$ cat src/rtl/tt_sweep_ctrl.sv
// Truth-table sweep controller: drives all eight input vectors of a 3-input
// block, samples its output after a dwell time and compares against a golden table.
module tt_sweep_ctrl #(
    parameter int DWELL = 2
) (
    input  logic       clk,
    input  logic       rst_n,
    input  logic       start,
    input  logic       abort,
    input  logic [7:0] expected,
    input  logic       m_in,
    output logic [2:0] a_out,
    output logic       busy,
    output logic       done,
    output logic       aborted,
    output logic [7:0] table_out,
    output logic       pass,
    output logic [3:0] err_cnt,
    output logic [2:0] fail_idx
);

    localparam logic [3:0] RELOAD = 4'(DWELL - 1);

    typedef enum logic [1:0] {IDLE, SETTLE, DONE} state_t;

    state_t     state, next_state;
    logic [2:0] idx, idx_d;
    logic [3:0] cnt, cnt_d;
    logic [7:0] capture, capture_d;
    logic [7:0] exp_q, exp_d;
    logic [2:0] a_out_d;
    logic       busy_d, done_d, aborted_d, pass_d;
    logic [7:0] table_d;
    logic [3:0] err_d;
    logic [2:0] fidx_d;

    logic [7:0] sampled;
    logic [7:0] mismatch;
    logic [3:0] mis_cnt;
    logic [2:0] mis_low;

    always_ff @(posedge clk or negedge rst_n) begin
        if (!rst_n) state <= IDLE;
        else        state <= next_state;
    end

    always_comb begin
        next_state = state;
        case (state)
            IDLE:    if (start) next_state = SETTLE;
            SETTLE: begin
                if (abort)                            next_state = IDLE;
                else if (cnt == 4'd0 && idx == 3'd7)  next_state = DONE;
            end
            DONE:    next_state = IDLE;
            default: next_state = IDLE;
        endcase
    end

    // The last sample lands in the same edge as the result load, so compare
    // against the capture register with the current m_in already merged in.
    always_comb begin
        sampled      = capture;
        sampled[idx] = m_in;
        mismatch     = sampled ^ exp_q;
        mis_cnt      = 4'd0;
        mis_low      = 3'd0;
        for (int i = 0; i < 8; i++) mis_cnt = mis_cnt + {3'd0, mismatch[i]};
        for (int i = 7; i >= 0; i--) if (mismatch[i]) mis_low = 3'(i);
    end

    always_comb begin
        a_out_d   = a_out;
        busy_d    = busy;
        done_d    = 1'b0;
        aborted_d = 1'b0;
        table_d   = table_out;
        pass_d    = pass;
        err_d     = err_cnt;
        fidx_d    = fail_idx;
        idx_d     = idx;
        cnt_d     = cnt;
        capture_d = capture;
        exp_d     = exp_q;
        case (state)
            IDLE: begin
                a_out_d = 3'd0;
                if (start) begin
                    exp_d     = expected;
                    idx_d     = 3'd0;
                    capture_d = 8'd0;
                    cnt_d     = RELOAD;
                    busy_d    = 1'b1;
                    pass_d    = 1'b0;
                end
            end
            SETTLE: begin
                if (abort) begin
                    busy_d    = 1'b0;
                    a_out_d   = 3'd0;
                    aborted_d = 1'b1;
                end else if (cnt == 4'd0) begin
                    capture_d = sampled;
                    if (idx != 3'd7) begin
                        idx_d   = idx + 3'd1;
                        a_out_d = a_out + 3'd1;
                        cnt_d   = RELOAD;
                    end else begin
                        table_d = sampled;
                        pass_d  = (mismatch == 8'd0);
                        err_d   = mis_cnt;
                        fidx_d  = mis_low;
                        done_d  = 1'b1;
                        busy_d  = 1'b0;
                    end
                end else begin
                    cnt_d = cnt - 4'd1;
                end
            end
            DONE:    a_out_d = 3'd0;
            default: a_out_d = 3'd0;
        endcase
    end

    always_ff @(posedge clk or negedge rst_n) begin
        if (!rst_n) begin
            a_out     <= 3'd0;
            busy      <= 1'b0;
            done      <= 1'b0;
            aborted   <= 1'b0;
            table_out <= 8'd0;
            pass      <= 1'b0;
            err_cnt   <= 4'd0;
            fail_idx  <= 3'd0;
            idx       <= 3'd0;
            cnt       <= 4'd0;
            capture   <= 8'd0;
            exp_q     <= 8'd0;
        end else begin
            a_out     <= a_out_d;
            busy      <= busy_d;
            done      <= done_d;
            aborted   <= aborted_d;
            table_out <= table_d;
            pass      <= pass_d;
            err_cnt   <= err_d;
            fail_idx  <= fidx_d;
            idx       <= idx_d;
            cnt       <= cnt_d;
            capture   <= capture_d;
            exp_q     <= exp_d;
        end
    end

endmodule

$ cat config.mk
export PLATFORM = sky130hd
export DESIGN_NAME = tt_sweep_ctrl
export DESIGN_NICKNAME = d
export VERILOG_FILES = /design/src/rtl/tt_sweep_ctrl.sv
export SDC_FILE = /design/constraint.sdc
export NUM_CORES = 1
export LEC_CHECK = 0
export BUFFER_PORTS_ARGS = -buffer_cell sky130_fd_sc_hd__buf_2
export CORE_AREA = 2 2 78 80
export CTS_CLUSTER_SIZE = 30
export DETAILED_ROUTE_END_ITERATION = 10
export DIE_AREA = 0 0 80 82
export PLACE_DENSITY_LB_ADDON = 0.05
export SKIP_CTS_REPAIR_TIMING = 1
export SYNTH_ARGS = -nofsm -noshare
export SYNTH_HDL_FRONTEND = slang
export SYNTH_SLANG_ARGS = --single-unit
$ cat constraint.sdc
create_clock -name clk -period 9.69 [get_ports clk]
set_input_delay 2.907 -clock clk [delete_from_list [all_inputs] [get_ports clk]]
set_output_delay 2.907 -clock clk [all_outputs]
set_load 0.03 [all_outputs]
# After elaboration in Yosys (flattened, before gate mapping)
# Index checks and enable logic that the tools add are counted.
[totals] output_inout_bits=22 ff_bits=47 wordCells=105
[classes] magnitude_cmp=2 bitwise=3 mux=49 reduce_logical=15 eq_ne=13 add_sub_neg=10
[op_table] op="$mux W3" count=16
[op_table] op="$mux W8" count=3
[op_table] op="$ne A3 B3 Y1 const B" count=6
[op_table] op="$add A4 B1 Y4" count=4
[op_table] op="$mux W4" count=4
[op_table] op="$pmux W8 S2" count=1
[op_table] op="$reduce_and A4 Y1" count=4
[op_table] op="$mux W1" count=15
[op_table] op="$ne A2 B2 Y1 const B" count=5
[op_table] op="$reduce_and A5 Y1" count=2
[op_table] op="$bwmux W8" count=1
[op_table] op="$logic_not A8 Y1" count=1
[op_table] op="$pmux W4 S2" count=1
[op_table] op="$xor A8 B8 Y8" count=1
[op_table] op="$add A3 B1 Y3 const B" count=2
[op_table] op="$mux W2" count=3
[op_table] op="$pmux W3 S2" count=1
[op_table] op="$reduce_and A2 Y1" count=3
[op_table] op="$add A3 B1 Y4" count=1
[op_table] op="$logic_not A4 Y1" count=1
[op_table] op="$lt A3 B4 Y1 const B" count=1
[op_table] op="$pmux W1 S2" count=2
[op_table] op="$pmux W2 S2" count=1
[op_table] op="$sub A4 B1 Y4 const B" count=1
[op_table] op="other kinds (10)" count=12

# Longest topological paths before layout
# Gate-level depths: netlist of the first run.
[depth] ltp_word=14 depth_mapped=13 depth_no_buf=12

# Worst setup path after synthesis of the first run
# OpenSTA, ideal clock, no wires.
[synth_timing] path_kind="input to register" from="input port m_in" to="register err_cnt[1]" setup_ns=0.083 arrival_ns=5.924 cell_stages=11 required_time_ns=9.607 slack_ns=3.683 cell_sequence="buf_2 > mux2i_1 > xor2_1 > fa_1 > fa_1 > fa_1 > inv_1 > ha_1 > inv_1 > fa_1 > o21ai_0"
[synth_between] elab_chain_cells=9
[synth_rtl] item="start, declared" line_no="11" source="input logic m_in,"
[synth_rtl] item="$bwmux W8 *" line_no="64" source="sampled[idx] = m_in;"
[synth_rtl] item="$xor A8 B8 Y8 *" line_no="65" source="mismatch = sampled ^ exp_q;"
[synth_rtl] item="$add A1 B1 Y2" line_no="68" source="for (int i = 0; i < 8; i++) mis_cnt = mis_cnt + {3'd0, mismatch[i]};"
[synth_rtl] item="$add A2 B1 Y3" line_no="68"
[synth_rtl] item="$add A3 B1 Y4" line_no="68"
[synth_rtl] item="$add A4 B1 Y4 (3 in a row)" line_no="68"
[synth_rtl] item="$add A4 B1 Y4 *" line_no="68"
[synth_rtl] item="end signal, assigned" line_no="146" source="err_cnt <= err_d;"
[synth_rtl] item="end, declared" line_no="18" source="output logic [3:0] err_cnt,"
# Mark *: on every way between the ends. The rest lies on a longest branch, timed or not.
# A chain may end at the register's enable or synchronous reset.

# Final worst setup path of the first run
# Same ends and word-level chain as after synthesis.

==> flow_metrics.py, run 1 <==
metrics = {
    "critical_path": {
        "regToRegSetupSlack_ps": 5480,
        "worstPathCellList": "buf_2 -> mux2i_1 -> xor2_1 -> fa_1 -> fa_1 -> fa_1 -> inv_1 -> ha_1 -> inv_1 -> fa_1 -> o21ai_0",
        "crit_fanout": 10,
        "path_buf_inv": 3,
        "end_kind": "flop",
        "critPathTopFamily": "adder cells",
        "r2r_end": "err_cnt[1]",
        "path_depth": 11,
        "cp.arrival_ps": 6080,
        "path_common_cell": "fa_1",
        "r2r_start": "idx[0]",
        "crit_type": "in2reg",
        "r2r_cells": 11,
        "cp-start-kind": "input port",
        "max_stage_delay_ps": 540,
        "critPathSlowestCell": "fa_1",
        "required_ps": 9890,
    },
    "worst_hold_path": {
        "min_to": "table_out[4]",
        "holdCritPathClass": "reg2reg",
        "min_path_cells": 2,
        "hold_start": "table_out[4]",
    },
    "pwr": {
        "ir_drop_v": 0.000104,
        "p_leak_nw": 1.40,
        "powerDensity_nw_per_um2": 239,
        "p_total_mw": 0.665,
    },
    "placement": {
        "dp.cells": 332,
        "gp_congestion": 0.802,
        "dp_slack_ps": 3470,
        "placement.io_buffers": 34,
        "hpwl_microns": 3500,
    },
    "global_routing": {
        "antenna_found_initial": 0,
        "overflow": 0,
        "grt_start_max_net_pins": 48,
        "grt_pass1_wl_microns": 8110,
        "grt_usage_pct": 16.4,
        "grt_pass1_vias": 1683,
    },
    "detailed_routing": {
        "wl_microns": 4810,
        "drtPass1Iterations": 4,
        "maxUsedRoutingLayer": "met4",
        "met3_length_microns": 179,
        "wl_met2_microns": 2170,
        "first_iter_violations": 82,
        "wl_met1_microns": 2440,
        "vias_per_cell": 4.91,
        "postRouteAntennaNets": 0,
        "vias": 1668,
        "drc": 0,
        "wire_per_inst_microns": 14.2,
    },
    "timing": {
        "max_freq_mhz": 170,
        "final_max_slew_viol_count": 0,
        "clock_skew_ps": 9.78,
        "fin_tns_setup_ps": 0,
        "tightestPinTransition_ps": 1060,
        "finalHoldViolCount": 0,
        "fin_hold_ws_ps": 480,
        "slew_headroom_pct": 29.4,
        "min_period_ps": 5880,
        "setup_viol": 0,
        "layout_setup_ws_ps": 3810,
        "min_period_over_period_pct": 60.7,
        "rsz0062_at_grt": "no",
    },
    "clocking": {
        "cts_buffers": 5,
        "root_buffer": "clkbuf_8",
        "clk_latency_ps": 300,
        "cts_tree": "yes",
        "cts_buffer_depth": 2,
        "path_clk_slew_ps": 90,
        "numClockSinks": 47,
        "htree_num_levels": 2,
    },
    "synthesis": {
        "synth.most_common_cell": "dfrtp_1",
        "synth_nets": 257,
        "syn_inst": 231,
        "ys_top_cells_by_area": "dfrtp_1, nand2_1, ha_1",
        "synthDistinctLibCells": 42,
        "async_flop_share_pct": 100,
        "syn_avg_cell_area_sq_um": 10.8,
        "synth_seq_cells": 47,
        "synth_warnings": 0,
        "ys.flop_type": "dfrtp_1",
        "synth_edf_count": 0,
        "synthDominantCellAreaShare_pct": 47.3,
        "ys_seq_area_share_pct": 47.3,
        "synth_common_cells": "dfrtp_1, nand2_1, o21ai_0",
        "synth_top_cell_by_area": "dfrtp_1",
        "synth_area_sq_um": 2480,
    },
    "final_layout": {
        "num-fill-cells": 585,
        "area_growth_pct": 12.1,
        "final_cells": 340,
        "n_antenna_cell": 0,
        "drive_gt1_share_pct": 23.4,
        "layout.nets": 290,
    },
    "floorplan": {
        "num_io_pins": 35,
        "core_sq_um": 5750,
        "fp.dieArea_sq_um": 6560,
        "initial_utilization_pct": 43.2,
        "dieWidth_microns": 80,
        "die-height_microns": 82,
        "row_count": 28,
    },
    "flow_run": {
        "cap_violations": 0,
    },
    "run_status": {
        "status": "complete, no violations",
    },
}
[metal layers]
layer / GRT usage, % / up-vias
met1: 22.5 / 800
met4: 4.58 / 0
li1: - / 837
met3: 4.29 / 2
met5: 0 / -
met2: 25.7 / 29
[stage by stage]
step | area, sq um | utilization [%]
2_1_floorplan | 2480 | -
3_3_place_gp | 2700 | 47.0
3_5_place_dp | 2700 | 47.0
4_1_cts | 2790 | 48.5
5_1_grt | 2790 | 48.5
6_report | 2790 | 48.5
[cells by family after synthesis]
group	count (synthesis)	share of synthesized area (%)
AO/OA/AOI/OAI	43	10.7
AND/OR/NAND/NOR	71	15.9
multiplexers	18	8.31
buffers and inverters	26	4.88
adder cells (fa/ha/maj)	13	7.75
XOR/XNOR	13	5.19
flip-flops	47	47.3
[cell type report]
type                            count  area [sq um]  area share, %
Inverter                           18          67.6           2.43
Multi-Input combinational cell    158          1190           42.8
Clock inverter                      2          12.5          0.449
Sequential cell                    47          1180           42.2
Clock buffer                        6          72.6           2.61
Timing Repair Buffer               34           170           6.11
Tap cell                           75          93.8           3.37
[placed cells by master (no fill, tap or decap), types with 8 or more instances in the layout]
master / Yosys / routed
inv_1: 18 / 18
o21ai_0: 20 / 20
mux2_2: 8 / 8
mux2i_1: 8 / 8
ha_1: 9 / 9
dfrtp_1: 47 / 47
xor2_1: 8 / 8
buf_2: 4 / 34
nand2_1: 31 / 31
nor2_1: 13 / 13
[worst max path at each step]
| stage | startpoint | endpoint |
|---|---|---|
| after floorplan | m_in | err_cnt[1] |
| final | m_in | err_cnt[1] |
| after global placement | m_in | err_cnt[1] |
| after CTS | m_in | err_cnt[2] |
| after detailed placement | m_in | err_cnt[2] |
| after global routing | m_in | err_cnt[1] |
[worst reg2reg max path, stage by stage (launching register included)]
cell and delay, ps:
dfrtp_1 690, nor3b_2 360, mux2i_1 290, xor2_1 340
fa_1 500, fa_1 510, fa_1 540, inv_1 40
ha_1 200, inv_1 70, fa_1 400, o21ai_0 170
[flip-flops by register name (all words and copies together), names as in the netlist, 2 cells and up]
name and flops:
a_out 3, fail_idx 3, idx 3, state 2, capture 8, table_out 8
exp_q 8, cnt 4, err_cnt 4
[power by group]
part	leakage [nW]	total, mW	internal (mW)	switching (mW)
combinational	0.739	0.291	0.131	0.160
clock	0.0412	0.118	0.0506	0.0670
sequential	0.625	0.257	0.220	0.0373
total	1.40	0.665	0.401	0.264
Power figures use the tool's default switching activity.
==> run 2, diff against run 1 <==
--- a/config.mk
+++ b/config.mk
@@ -5,11 +5,12 @@
 export SDC_FILE = /design/constraint.sdc
 export NUM_CORES = 1
 export LEC_CHECK = 0
+export ABC_AREA = 1
 export BUFFER_PORTS_ARGS = -buffer_cell sky130_fd_sc_hd__buf_2
-export CORE_AREA = 2 2 78 80
+export CORE_AREA = 2 2 79 81
 export CTS_CLUSTER_SIZE = 30
 export DETAILED_ROUTE_END_ITERATION = 10
-export DIE_AREA = 0 0 80 82
+export DIE_AREA = 0 0 81 83
 export PLACE_DENSITY_LB_ADDON = 0.05
 export SKIP_CTS_REPAIR_TIMING = 1
 export SYNTH_ARGS = -nofsm -noshare
==> constraint.sdc (replaced) <==
create_clock -name clk -period 5.55 [get_ports clk]
set_input_delay 1.665 -clock clk [delete_from_list [all_inputs] [get_ports clk]]
set_output_delay 1.665 -clock clk [all_outputs]
set_load 0.03 [all_outputs]
==> flow_metrics.py, run 2 <==
metrics = {
    "run_status": {
        "status": "complete, no violations",
    },
    "global_routing": {
        "overflow": 0,
        "grt_pass1_vias": 1877,
        "grt_pass1_wl_microns": 9200,
        "grt_usage_pct": 17.7,
        "grt_start_max_net_pins": 48,
        "antenna_found_initial": 0,
    },
    "clocking": {
        "cts_tree": "yes",
        "cts_buffers": 5,
        "clk_latency_ps": 300,
        "cts_buffer_depth": 2,
        "path_clk_slew_ps": 90,
        "root_buffer": "clkbuf_8",
        "numClockSinks": 47,
        "htree_num_levels": 2,
    },
    "placement": {
        "gp_congestion": 0.796,
        "placement.io_buffers": 34,
        "hpwl_microns": 3890,
        "placed_area_sq_um": 2780,
    },
    "synthesis": {
        "synth_edf_count": 0,
        "synthDominantCellAreaShare_pct": 45.7,
        "synthDistinctLibCells": 39,
        "synth_area_sq_um": 2570,
        "synth_top_cell_by_area": "dfrtp_1",
        "syn_inst": 289,
        "ys.flop_type": "dfrtp_1",
        "synth.most_common_cell": "nand2_1",
        "syn_avg_cell_area_sq_um": 8.91,
        "synth_seq_cells": 47,
        "async_flop_share_pct": 100,
        "ys_seq_area_share_pct": 45.7,
        "synth_common_cells": "nand2_1, dfrtp_1, inv_1",
        "ys_top_cells_by_area": "dfrtp_1, nand2_1, inv_1",
        "synth_warnings": 0,
        "synth_nets": 315,
    },
    "final_layout": {
        "multi_input_area_sq_um": 1170,
        "final_common_cell": "nand2_1",
        "layout.nets": 348,
        "mostFrequentLayoutCells": "nand2_1, dfrtp_1, inv_1",
        "n_antenna_cell": 0,
        "area_growth_pct": 11.9,
        "reg.largest.list": "capture x8, exp_q x8, table_out x8",
        "final_util_pct": 49.5,
        "drive_gt1_share_pct": 22.9,
        "postLayoutCellArea_sq_um": 2880,
        "num-fill-cells": 601,
        "regArea_sq_um": 1180,
    },
    "detailed_routing": {
        "wire_per_inst_microns": 13.3,
        "vias_per_cell": 4.81,
        "vias": 1916,
        "drtPass1Iterations": 4,
        "first_iter_violations": 57,
        "postRouteAntennaNets": 0,
        "drc": 0,
        "wl_microns": 5310,
    },
    "timing": {
        "clock_skew_ps": 4.19,
        "max_freq_mhz": 214,
        "min_period_over_period_pct": 84.3,
        "rsz0062_at_grt": "no",
        "finalHoldViolCount": 0,
        "setup_viol": 0,
        "slew_headroom_pct": 28.5,
        "min_period_ps": 4680,
        "fin_tns_setup_ps": 0,
        "fin_hold_ws_ps": 460,
        "final_max_slew_viol_count": 0,
        "tightestPinTransition_ps": 1070,
    },
    "floorplan": {
        "num_io_pins": 35,
        "die-height_microns": 83,
        "row_count": 28,
        "core_sq_um": 5820,
        "fp.dieArea_sq_um": 6720,
        "initial_utilization_pct": 44.3,
        "dieWidth_microns": 81,
    },
    "critical_path": {
        "cp.arrival_ps": 4850,
        "r2r_cells": 14,
        "end_kind": "flop",
        "crit_type": "in2reg",
        "required_ps": 5720,
        "cp-start-kind": "input port",
        "crit_fanout": 6,
    },
    "worst_hold_path": {
        "min_path_cells": 1,
        "holdCritPathClass": "reg2reg",
    },
    "pwr": {
        "powerDensity_nw_per_um2": 490,
        "p_leak_nw": 1.48,
        "ir_drop_v": 0.000227,
    },
    "flow_run": {
        "cap_violations": 0,
    },
}
run 2: cell types whose count changed after synthesis, moves of 7 or more:
| cell | change |
|---|---|
| o21ai_1 | +11 |
| nand3_1 | +22 |
| xor2_1 | -7 |
| nand2_1 | +31 |
| mux2i_1 | -8 |
| inv_1 | +22 |
| o21ai_0 | -7 |
run 2: per-stage QoR:
step	instances	worst slack (ps)	total power, mW
final	398	872	1.41
after global routing	398	633	1.57
after CTS	398	857	1.43
after detailed placement	390	554	1.19
after global placement	390	603	1.17
after floorplan	289	872	1.06
run 2: layer usage:
layer,up-vias,GRT usage (%),routed length [microns]
met1,880,25.5,2660
met2,37,26.9,2370
li1,993,-,-
met5,-,0,0
met3,6,4.24,220
met4,0,4.62,57
run 2: cells by family after synthesis:
kind of cell / Yosys count / synth area share, %
and+or+nand+nor: 121 / 22.3
buffers and inverters: 54 / 9.04
DFF: 47 / 45.7
AOI/OAI and AO/OA: 45 / 10.5
adders and majority gates: 13 / 7.48
xor gates and xnor gates: 5 / 3.30
muxes: 4 / 1.75
run 2: cell type report:
type	count	share of cell area (%)
clock buffers	8	3.47
inverters	46	6.08
multi-input cells	188	40.5
flip-flops and latches	47	40.8
well taps	75	3.26
repair buffers	34	5.91
run 2: worst max-delay path: stages:
cell and delay (ps):
buf_2 130, inv_1 130, a31oi_2 270, xor2_2 180
inv_1 110, fa_1 510, fa_1 530, fa_1 480
inv_1 60, ha_1 150, inv_1 50, fa_1 370
xor2_1 130, o21ai_1 80
run 2: final timing paths:
| check | slack, ps | startpoint | to |
|---|---|---|---|
| hold reg to reg | 460 | a_out[2] | a_out[2] |
| min in group asynchronous | 1550 | rst_n | cnt[0] |
| setup reg to reg | 1700 | idx[2] | err_cnt[2] |
| hold / removal | 460 | a_out[2] | a_out[2] |
| setup / recovery | 870 | m_in | err_cnt[2] |
| max in group asynchronous | 3340 | rst_n | table_out[3] |
run 2: where the power goes:
part	internal, mW	switching, mW
Sequential	0.391	0.0612
Combinational	0.306	0.422
Clock	0.114	0.119
